===== src/rtl/subsys_apb_master.sv =====
// Single-outstanding APB master bridge: valid/ready command in, APB SETUP/ACCESS out, valid/ready response back.
// Optional ACCESS-phase timeout enabled by defining SUBSYS_APB_TIMEOUT_EN.
module subsys_apb_master #(
   parameter int ADDR_WIDTH     = 32,
   parameter int DATA_WIDTH     = 32,
   parameter int TIMEOUT_CYCLES = 16
) (
   input  logic                  PCLK,
   input  logic                  PRESET,
   input  logic                  cmd_valid,
   output logic                  cmd_ready,
   input  logic                  cmd_write,
   input  logic [ADDR_WIDTH-1:0] cmd_addr,
   input  logic [DATA_WIDTH-1:0] cmd_wdata,
   output logic                  rsp_valid,
   input  logic                  rsp_ready,
   output logic [DATA_WIDTH-1:0] rsp_rdata,
   output logic                  rsp_err,
   output logic [ADDR_WIDTH-1:0] PADDR,
   output logic [DATA_WIDTH-1:0] PWDATA,
   output logic                  PWRITE,
   output logic                  PSEL,
   output logic                  PENABLE,
   input  logic [DATA_WIDTH-1:0] PRDATA,
   input  logic                  PREADY,
   output logic                  busy
);

   typedef enum logic [1:0] {IDLE, SETUP, ACCESS, RESP} state_t;

   state_t state;
   logic   unused_bits;

`ifdef SUBSYS_APB_TIMEOUT_EN
   localparam int CNT_W = $clog2(TIMEOUT_CYCLES + 1);
   logic [CNT_W-1:0] tmo_cnt;
   logic             err_q;

   assign rsp_err     = err_q;
   assign unused_bits = ^cmd_addr[1:0];
`else
   assign rsp_err     = 1'b0;
   assign unused_bits = ^{cmd_addr[1:0], (TIMEOUT_CYCLES != 0)};
`endif

   assign cmd_ready = (state == IDLE);
   assign busy      = (state != IDLE);

   // NOTE: all state and registered outputs use non-blocking assignments so every
   // register samples pre-edge values regardless of statement order.
   always_ff @(posedge PCLK or posedge PRESET) begin
      if (PRESET) begin
         state     <= IDLE;
         PADDR     <= '0;
         PWDATA    <= '0;
         PWRITE    <= 1'b0;
         PSEL      <= 1'b0;
         PENABLE   <= 1'b0;
         rsp_valid <= 1'b0;
         rsp_rdata <= '0;
`ifdef SUBSYS_APB_TIMEOUT_EN
         tmo_cnt   <= '0;
         err_q     <= 1'b0;
`endif
      end else begin
         case (state)
            IDLE: begin
               if (cmd_valid) begin
                  // Address is word-aligned; the byte offset is dropped.
                  PADDR  <= {cmd_addr[ADDR_WIDTH-1:2], 2'b00};
                  PWDATA <= cmd_wdata;
                  PWRITE <= cmd_write;
                  PSEL   <= 1'b1;
                  state  <= SETUP;
               end
            end
            SETUP: begin
               PENABLE <= 1'b1;
               state   <= ACCESS;
`ifdef SUBSYS_APB_TIMEOUT_EN
               tmo_cnt <= '0;
`endif
            end
            ACCESS: begin
               if (PREADY) begin
                  rsp_rdata <= PWRITE ? '0 : PRDATA;
                  rsp_valid <= 1'b1;
                  PSEL      <= 1'b0;
                  PENABLE   <= 1'b0;
                  state     <= RESP;
`ifdef SUBSYS_APB_TIMEOUT_EN
                  err_q     <= 1'b0;
               end else if (tmo_cnt == CNT_W'(TIMEOUT_CYCLES)) begin
                  rsp_rdata <= '0;
                  err_q     <= 1'b1;
                  rsp_valid <= 1'b1;
                  PSEL      <= 1'b0;
                  PENABLE   <= 1'b0;
                  state     <= RESP;
               end else begin
                  tmo_cnt   <= tmo_cnt + 1'b1;
`endif
               end
            end
            RESP: begin
               if (rsp_ready) begin
                  rsp_valid <= 1'b0;
                  state     <= IDLE;
               end
            end
            default: state <= IDLE;
         endcase
      end
   end

endmodule


===== config.mk =====
export PLATFORM = sky130hd
export DESIGN_NAME = subsys_apb_master
export DESIGN_NICKNAME = d
export VERILOG_FILES = /design/src/rtl/subsys_apb_master.sv
export SDC_FILE = /design/constraint.sdc
export NUM_CORES = 1
export LEC_CHECK = 0
export BUFFER_PORTS_ARGS = -buffer_cell sky130_fd_sc_hd__buf_2
export CAP_MARGIN = 20
export CORE_MARGIN = 5
export CORE_UTILIZATION = 50
export CTS_CLUSTER_DIAMETER = 200
export DETAILED_ROUTE_END_ITERATION = 16
export PLACE_DENSITY = 0.85
export SYNTH_ARGS = -nofsm -noshare
export SYNTH_HDL_FRONTEND = slang
export SYNTH_SLANG_ARGS = --single-unit

===== constraint.sdc =====
create_clock -name PCLK -period 8.9 [get_ports PCLK]
set_input_delay 0.89 -clock PCLK [delete_from_list [all_inputs] [get_ports PCLK]]
set_output_delay 0.89 -clock PCLK [all_outputs]
set_load 0.01 [all_outputs]

==> impl_metrics.ini <==
[timing]
fin_worst_skew_ns = 0.0149
fmax_mhz = 429
max_slew.worst_pin.slew_ns = 1.03
setup_viol = 0
post-route-min-period_ns = 2.33
rsz0062_at_grt = no
final.setup.tns_ns = 0
slew_viol_final = 0
final_hold_viol_count = 0
maxSlewHeadroom_pct = 31.6
period_share_pct = 26.2

[logic_synthesis]
yosys_warnings = 0
ys_seq_area_share_pct = 58.3
yosys.cell_types.count = 22
synth_top_cells_by_area = dfrtp_1 (58%), mux2_4 (21%), nand2b_1 (4.7%)
syn_area_um2 = 4290
yosysTopAreaCell = dfrtp_1
synthCells = 311
synth.top_cell.area_share_pct = 58.3
avgSynthCellArea_um2 = 13.8
synth.ff_latch_count = 100

[route]
vias = 2978
post_drt_wl_per_cell_um = 16.4
ant_nets = 0
wirelength_mm = 10.1
initialDrtViolationCount = 37
post_drt_via_cell_ratio = 4.83
drc = 0
drt_pass1_iterations = 4

[die]
io_pins = 205
die_h_um = 103
rows = 33
core_area_um2 = 8300
initial_core_util_pct = 51.7
die_w_um = 103
dieArea_um2 = 10500

[setup_path]
ff2ff_path_depth = 5
cp-start-kind = flop
crit_required_ns = 8.01
critPathBufInv = 1
critPathCapture = PWRITE
crit_path_end_kind = output port
cp_top_family = flip-flops
r2r_end = PADDR[19]$_DFFE_PP0P_
crit_slowest_cell = dfrtp_1
crit_type = flop to output port
ff2ff_setup_slack_ns = 6.58
slowest_delay_ns = 0.85
crit_path_cell_trace = buf_2
crit_start = PWRITE$_DFFE_PP0P_
cp_num_cells = 1
crit_fanout = 34
critPathArrivalTime_ns = 1.44
r2r_start = state[0]$_DFFE_PP0P_

[placed_design]
routabilityCongestion = 0.775
port_buffers = 199
placed_cells = 600
dp_hpwl_mm = 7.75
placed_area_um2 = 5320

[power_and_ir_drop]
cellLeakagePower_nw = 3.03
vdd_drop_max_mv = 0.164
power_density_nw_per_um2 = 365
total_power_mw = 2.01

[clock_network]
cts_setup_buffers = 0
cts_tree = yes
cts_hold_buf = 0
numClockSinks = 100
cts_inserted_buffers = 9
clock_latency_ns = 0.34
cts-root-buf = clkbuf_8
clkTransAtPathRegs_ns = 0.10
clock_path_buffers = 2
cts-htree-levels = 3
ctsResizeCount = 0

[layout]
diodes = 0
layout-drive-gt1-share_pct = 54.6
area_growth_pct = 28.4
design_area_um2 = 5510
final_nets = 614
layout_commonest_cell = buf_2
stdcell_count = 616
final_cell_mix = buf_2 (199), dfrtp_1 (100), mux2_4 (60), nand2_1 (35), nand2b_1 (32)

[status]
status = finished clean

[global_routing]
grt_use_total_pct = 18.8
grt_start_max_net_pins = 66
grt_pass1_vias = 3173
gr-total-overflow = 0
grt_pass1_wl_mm = 15.5
antenna_found_initial = 0

[job]
cap_violations = 0

[min_path]
hold_path_class = flop to flop
==> report_power, final <==
part	internal, mW	switching [mW]
Combinational	0.491	0.423
Clock	0.132	0.149
Sequential	0.679	0.139
==> routing by layer <==
metal,track usage (%),part of all wire [%]
met5,0,0
met4,4.64,0.83
met3,6.16,11
met2,33.5,49
met1,22.0,39
==> synthesized netlist by cell type, drive strengths merged <==
master    n
o21ai    33
nor2      1
dfrtp   100
nor2b     3
conb      1
o22ai     1
clkbuf    5
a22o      1
a211oi    2
buf      14
ha        6
nand2b   32
mux2     64
nand2    37
mux2i     3
inv       7
a221oi    1
==> cell type report <==
class                   instances  area [um^2]
fillers                       636         2790
flip-flops and latches        100         2500
multi-input cells             187         1640
repair buffers                201         1010
clock buffers                  11          131
well taps                     105          131
clock inverters                 5         60.1
inverters                       7         28.8
==> flip-flops by register name, indices dropped and copies added (netlist names) <==
register and count:
PADDR 30, rsp_rdata 32, state 2, PSEL 1
rsp_valid 1, PENABLE 1, PWRITE 1, PWDATA 32
==> through the flow <==
stage	utilization (%)	setup slack (ns)	hold slack, ns
after detailed placement	64.1	6.37	0.465
after global placement	64.1	6.40	0.459
after CTS	66.4	6.52	0.488
after floorplan	-	5.39	0.514
final	66.4	6.57	0.482
after global routing	66.4	6.40	0.517
==> worst min path at each step <==
stage | from | end | slack (ns) | depth (start not counted)
6_report | rsp_rdata[31]$_DFFE_PP0P_ | rsp_rdata[31]$_DFFE_PP0P_ | 0.48 | 2
5_1_grt | rsp_rdata[31]$_DFFE_PP0P_ | rsp_rdata[31]$_DFFE_PP0P_ | 0.52 | 2
4_1_cts | rsp_rdata[31]$_DFFE_PP0P_ | rsp_rdata[31]$_DFFE_PP0P_ | 0.49 | 2
3_5_place_dp | rsp_rdata[31]$_DFFE_PP0P_ | rsp_rdata[31]$_DFFE_PP0P_ | 0.47 | 2
3_3_place_gp | rsp_rdata[18]$_DFFE_PP0P_ | rsp_rdata[18]$_DFFE_PP0P_ | 0.46 | 2
2_1_floorplan | rsp_rdata[12]$_DFFE_PP0P_ | rsp_rdata[12]$_DFFE_PP0P_ | 0.51 | 2
==> cells by family after synthesis <==
logic type	Yosys count	synth area share, %
adder cells (fa/ha/maj)	6	1.75
AO/OA/AOI/OAI	38	4.90
other	1	0.0874
multiplexers	67	22.7
flip-flops	100	58.3
buffers and inverters	26	3.73
AND/OR/NAND/NOR	73	8.48
No activity file was read; power rests on OpenSTA's default activity.
